<file path="config.mk">
export PLATFORM = sky130hd
export DESIGN_NAME = stack_datapath
export DESIGN_NICKNAME = d
export VERILOG_FILES = /design/src/rtl/stack_datapath.sv
export SDC_FILE = /design/constraint.sdc
export NUM_CORES = 1
export LEC_CHECK = 0
export CAP_MARGIN = 20
export CORE_MARGIN = 3
export CORE_UTILIZATION = 45
export DETAILED_ROUTE_END_ITERATION = 12
export PLACE_DENSITY = 0.77
export SLEW_MARGIN = 10
export SYNTH_ARGS = -nofsm -noshare
export SYNTH_HDL_FRONTEND = slang
export SYNTH_SLANG_ARGS = --single-unit
</file>
<file path="constraint.sdc">
create_clock -name clk -period 4.8 [get_ports clk]
set_input_delay 0.72 -clock clk [delete_from_list [all_inputs] [get_ports clk]]
set_output_delay 0.72 -clock clk [all_outputs]
set_load 0.02 [all_outputs]
</file>
<file path="src/rtl/stack_datapath.sv">
// rtl/stack_datapath.sv - multicycle stack-machine datapath
// PC/IR/MDR/A/B registers, ALU with output register, bounded stack with sticky error flags.
module stack_datapath #(
  parameter int DATA_W = 8,
  parameter int ADDR_W = 5,
  parameter int DEPTH  = 8
) (
  input  logic                     clk,
  input  logic                     rst,
  input  logic [1:0]               alu_op,
  input  logic                     pc_write_uncond,
  input  logic                     pc_write_cond,
  input  logic                     i_or_d,
  input  logic                     mem_read,
  input  logic                     mem_write,
  input  logic                     ir_write,
  input  logic                     m_to_s,
  input  logic                     push,
  input  logic                     pop,
  input  logic                     tos,
  input  logic                     ld_a,
  input  logic                     ld_b,
  input  logic                     src_a,
  input  logic                     src_b,
  input  logic                     pc_src,
  input  logic                     err_clr,
  output logic [ADDR_W-1:0]        mem_addr,
  output logic [DATA_W-1:0]        mem_wdata,
  output logic                     mem_rd,
  output logic                     mem_wr,
  input  logic [DATA_W-1:0]        mem_rdata,
  output logic [DATA_W-ADDR_W-1:0] opc,
  output logic                     zero,
  output logic                     stack_full,
  output logic                     stack_empty,
  output logic                     stack_ovf,
  output logic                     stack_unf
);
  localparam int IW = $clog2(DEPTH);
  localparam int CW = IW + 1;
  localparam int OW = DATA_W - ADDR_W;
  localparam logic [CW-1:0] FULL_CNT = CW'(DEPTH);

  logic [ADDR_W-1:0] pc_q, pc_d;
  logic [DATA_W-1:0] ir_q, ir_d, mdr_q, mdr_d, a_q, a_d, b_q, b_d;
  logic [DATA_W-1:0] alu_q, alu_d, sout_q, sout_d;
  logic              zero_q, zero_d, ovf_q, ovf_d, unf_q, unf_d;
  logic [CW-1:0]     cnt_q, cnt_d;
  logic [DATA_W-1:0] stack_q [DEPTH];

  logic [DATA_W-1:0] alu_a, alu_b, alu_res, din;
  logic [IW-1:0]     wr_idx, top_idx;
  logic              wr_en, is_empty, is_full, pc_write;

  assign is_empty = (cnt_q == '0);
  assign is_full  = (cnt_q == FULL_CNT);
  // Wraps correctly at count == DEPTH, where the low bits are zero.
  assign top_idx  = cnt_q[IW-1:0] - IW'(1);

  always_comb begin
    alu_a = src_a ? {{OW{1'b0}}, pc_q} : a_q;
    alu_b = src_b ? DATA_W'(1) : b_q;
    case (alu_op)
      2'b00:   alu_res = alu_a + alu_b;
      2'b01:   alu_res = alu_a - alu_b;
      2'b10:   alu_res = alu_a & alu_b;
      default: alu_res = ~alu_a;
    endcase
  end

  always_comb begin
    pc_write = pc_write_uncond | (pc_write_cond & zero_q);
    pc_d     = pc_q;
    if (pc_write) pc_d = pc_src ? ir_q[ADDR_W-1:0] : alu_res[ADDR_W-1:0];
    ir_d   = ir_write ? mem_rdata : ir_q;
    mdr_d  = mem_rdata;
    a_d    = ld_a ? sout_q : a_q;
    b_d    = ld_b ? sout_q : b_q;
    alu_d  = alu_res;
    zero_d = (sout_q == '0);
  end

  // tos reads the current top before any replace/pop of this cycle lands.
  always_comb begin
    din    = m_to_s ? mdr_q : alu_q;
    cnt_d  = cnt_q;
    sout_d = sout_q;
    wr_en  = 1'b0;
    wr_idx = cnt_q[IW-1:0];
    ovf_d  = ovf_q & ~err_clr;
    unf_d  = unf_q & ~err_clr;
    if (tos) begin
      if (is_empty) unf_d = 1'b1;
      else          sout_d = stack_q[top_idx];
    end
    if (push && pop) begin
      if (is_empty) unf_d = 1'b1;
      else begin
        wr_en  = 1'b1;
        wr_idx = top_idx;
      end
    end else if (push) begin
      if (is_full) ovf_d = 1'b1;
      else begin
        wr_en = 1'b1;
        cnt_d = cnt_q + CW'(1);
      end
    end else if (pop) begin
      if (is_empty) unf_d = 1'b1;
      else          cnt_d = cnt_q - CW'(1);
    end
  end

  always_ff @(posedge clk) begin
    if (rst) begin
      pc_q   <= '0;
      ir_q   <= '0;
      mdr_q  <= '0;
      a_q    <= '0;
      b_q    <= '0;
      alu_q  <= '0;
      sout_q <= '0;
      zero_q <= 1'b0;
      cnt_q  <= '0;
      ovf_q  <= 1'b0;
      unf_q  <= 1'b0;
    end else begin
      pc_q   <= pc_d;
      ir_q   <= ir_d;
      mdr_q  <= mdr_d;
      a_q    <= a_d;
      b_q    <= b_d;
      alu_q  <= alu_d;
      sout_q <= sout_d;
      zero_q <= zero_d;
      cnt_q  <= cnt_d;
      ovf_q  <= ovf_d;
      unf_q  <= unf_d;
    end
  end

  always_ff @(posedge clk) begin
    if (!rst && wr_en) stack_q[wr_idx] <= din;
  end

  assign mem_addr    = i_or_d ? ir_q[ADDR_W-1:0] : pc_q;
  assign mem_wdata   = a_q;
  assign mem_rd      = mem_read;
  assign mem_wr      = mem_write;
  assign opc         = ir_q[DATA_W-1:ADDR_W];
  assign zero        = zero_q;
  assign stack_full  = is_full;
  assign stack_empty = is_empty;
  assign stack_ovf   = ovf_q;
  assign stack_unf   = unf_q;
endmodule

</file>
==> flow_metrics.py <==
metrics = {
    "synth": {
        "synth_flop_cell": "edfxtp_1",
        "synth_seq_area_share_pct": 55.0,
        "synth_mux_area_share_pct": 16.4,
        "synthSimpleGateAreaFrac_pct": 11.0,
        "ys_types": 55,
        "yosysTopAreaCell": "edfxtp_1",
        "synth_top_family_by_area": "multiplexers",
        "synthTopCellsByArea": "edfxtp_1 34%, dfxtp_1 21%, mux2i_1 6.5%",
        "synth_async_sr_flop_share_pct": 0,
        "netlist_area_sq_mm": 0.00568,
        "ys_ff_latch": 124,
        "synth_compound_area_share_pct": 10.4,
        "syn_avg_cell_area_sq_um": 12.0,
        "synth_top_area_share_pct": 33.9,
        "yosys_warnings": 0,
        "synth-edff-count": 64,
        "syn_inst": 474,
        "synth_fa_ha_area_share_pct": 2.69,
        "synth_xor_area_share_pct": 1.08,
        "synth_nets": 513,
    },
    "clocking": {
        "clk_latency_ps": 420,
        "cts.sinks": 124,
        "post_cts_resized": 0,
        "root_buffer": "clkbuf_16",
        "cts_tree": "done",
        "cts_made_buffers": 17,
        "cts_buffer_depth": 2,
        "postCtsHoldBufs": 0,
        "h-tree-depth": 4,
        "postCtsSetupRepairBufs": 0,
        "clk_pin_slew_ps": 60,
    },
    "routing": {
        "wl_um": 13000,
        "via_per_inst": 5.54,
        "drcViolationCount": 0,
        "num_vias": 3919,
        "ant_nets": 0,
        "wl_per_cell_um": 18.3,
        "drtPass1Iterations": 5,
        "drt_iter0_markers": 356,
    },
    "sta": {
        "slew_headroom_pct": 48.7,
        "rsz0062_at_grt": "no",
        "maxSlewViolCount": 0,
        "fin_crit_sh_pct": 72.6,
        "tightest_slew_ps": 770,
        "fmax_mhz": 287,
        "setup_tns_ps": 0,
        "setup_viol": 0,
        "worst_slack_ps": 1310,
        "skew_ps": 18.5,
        "hold_violations": 0,
        "finalCriticalPeriod_ps": 3490,
    },
    "global_route": {
        "grt_pass1_wl_um": 21100,
        "overflow": 0,
        "grt_pass1_vias": 3978,
        "grt_max_degree": 60,
        "antenna_found_initial": 0,
        "grtUsageTotal_pct": 19.4,
    },
    "power_and_ir_drop": {
        "vdd_drop_max_mv": 0.481,
        "leakage_nw": 2.62,
        "p_per_area_mw_per_mm2": 463,
    },
    "critical_path": {
        "cp.required_ps": 5110,
        "end_kind": "register",
        "max_stage_delay_ps": 650,
        "path_buf_inv": 1,
        "crit_family": "compound AO/OA/AOI/OAI gates",
        "arrival_ps": 3790,
        "path_class": "input port to register",
        "cp_cell_sequence": "clkdlybuf4s50_1 > nand2b_1 > a21oi_1 > a311o_1 > ha_1 > o21ai_0 > a32o_1 > and4_1 > o311a_2 > a2111oi_2",
        "crit_slowest_cell": "clkdlybuf4s50_1",
        "critPathLaunchType": "input port",
        "worst-path-max-fanout": 10,
    },
    "run": {
        "max-cap-violations": 0,
    },
    "floorplan": {
        "dieWidth_um": 118,
        "die_area_sq_mm": 0.0140,
        "num_rows": 40,
        "fp.dieH_um": 118,
        "io_pins": 51,
        "coreArea_sq_mm": 0.0122,
        "initial_core_util_pct": 46.7,
    },
    "final_layout": {
        "nFillCells": 985,
        "layout_common_cells": "64 x edfxtp_1, 60 x dfxtp_1, 59 x nor2_1",
        "multi_input_area_sq_mm": 0.00236,
        "final_common_cell": "edfxtp_1",
        "register_area_sq_mm": 0.00312,
        "diodes": 0,
        "drive_gt1_share_pct": 16.7,
        "syn_to_final_growth_pct": 21.6,
        "nets": 566,
    },
    "run_status": {
        "status": "complete, no violations",
    },
    "placement": {
        "dp_slack_ps": 947,
        "portBuffers": 46,
        "gp_congestion": 0.895,
        "dp_hpwl_um": 9160,
    },
    "hold_path": {
        "hold_path.class": "register to register",
    },
}
[area by class of cell]
type	instances	area share (%)
multi-input combinational	307	34.2
tap	168	3.04
sequential	124	45.2
clock buffer	17	6.16
timing repair buffer	62	8.34
clock inverter	15	2.21
inverter	15	0.816
[metal layers]
layer	wire length (um)	track usage, %
met1	5610	24.4
met2	6530	32.9
met3	717	5.17
met4	96	5.35
met5	0	0
[state kept, by name, summed over array words and instances, names as in the netlist, 5 cells and up]
signal and count:
stack_q 64, alu_q 8, b_q 8, ir_q 8, mdr_q 8, mem_wdata 8, sout_q 8, pc_q 5
[kinds of logic (layout without fill, tap and decap cells)]
kind of cell	after synthesis	in the layout
flops	124	124
simple gates	129	129
mux	71	71
fa+ha+maj	11	11
compound gates	89	89
xor+xnor	7	7
buf+inv	43	109
[power breakdown]
part / total [mW] / switching [mW] / leakage [nW] / internal (mW)
combinational: 0.686 / 0.372 / 1.25 / 0.313
clock: 1.24 / 0.508 / 0.282 / 0.729
sequential: 1.27 / 0.0679 / 1.08 / 1.21
total: 3.20 / 0.948 / 2.62 / 2.25
[worst min-delay path, cell delays in order (launching register included)]
cell      delay (ps)
dfxtp_1          310
nand2b_1          60
a21oi_1           50
[path summary, 6_finish.rpt]
check,depth (start not counted),to,slack (ps),start
min reg2reg,2,stack_unf,470,stack_unf
min,2,stack_unf,470,stack_unf
max reg2reg,10,alu_q[7],1780,b_q[1]
max,10,alu_q[7],1310,alu_op[1]
[per-stage QoR]
| step | total power, mW | util, % | hold slack [ps] | area [sq um] | std cells |
|---|---|---|---|---|---|
| 6_report | 3.20 | 56.8 | 467 | 6900 | 708 |
| 3_3_place_gp | 1.95 | 52.0 | 457 | 6320 | 675 |
| 5_1_grt | 3.33 | 56.8 | 501 | 6900 | 708 |
| 4_1_cts | 3.21 | 56.7 | 469 | 6900 | 707 |
| 3_5_place_dp | 1.97 | 52.0 | 460 | 6320 | 675 |
| 2_1_floorplan | 1.76 | - | 438 | 5680 | 474 |
[Yosys cell counts, drive strengths merged, types with 4 or more instances]
cell type	count
edfxtp	64
dfxtp	60
nor2	59
mux2i	37
a21oi	23
o21ai	19
mux2	18
mux4	16
nor2b	15
buf	14
clkbuf	14
inv	14
nor3	14
a211oi	13
nand2	13
ha	9
a31oi	8
nand2b	6
a21o	5
xnor2	5
nor4	4
(Power assumes the default switching activity.)
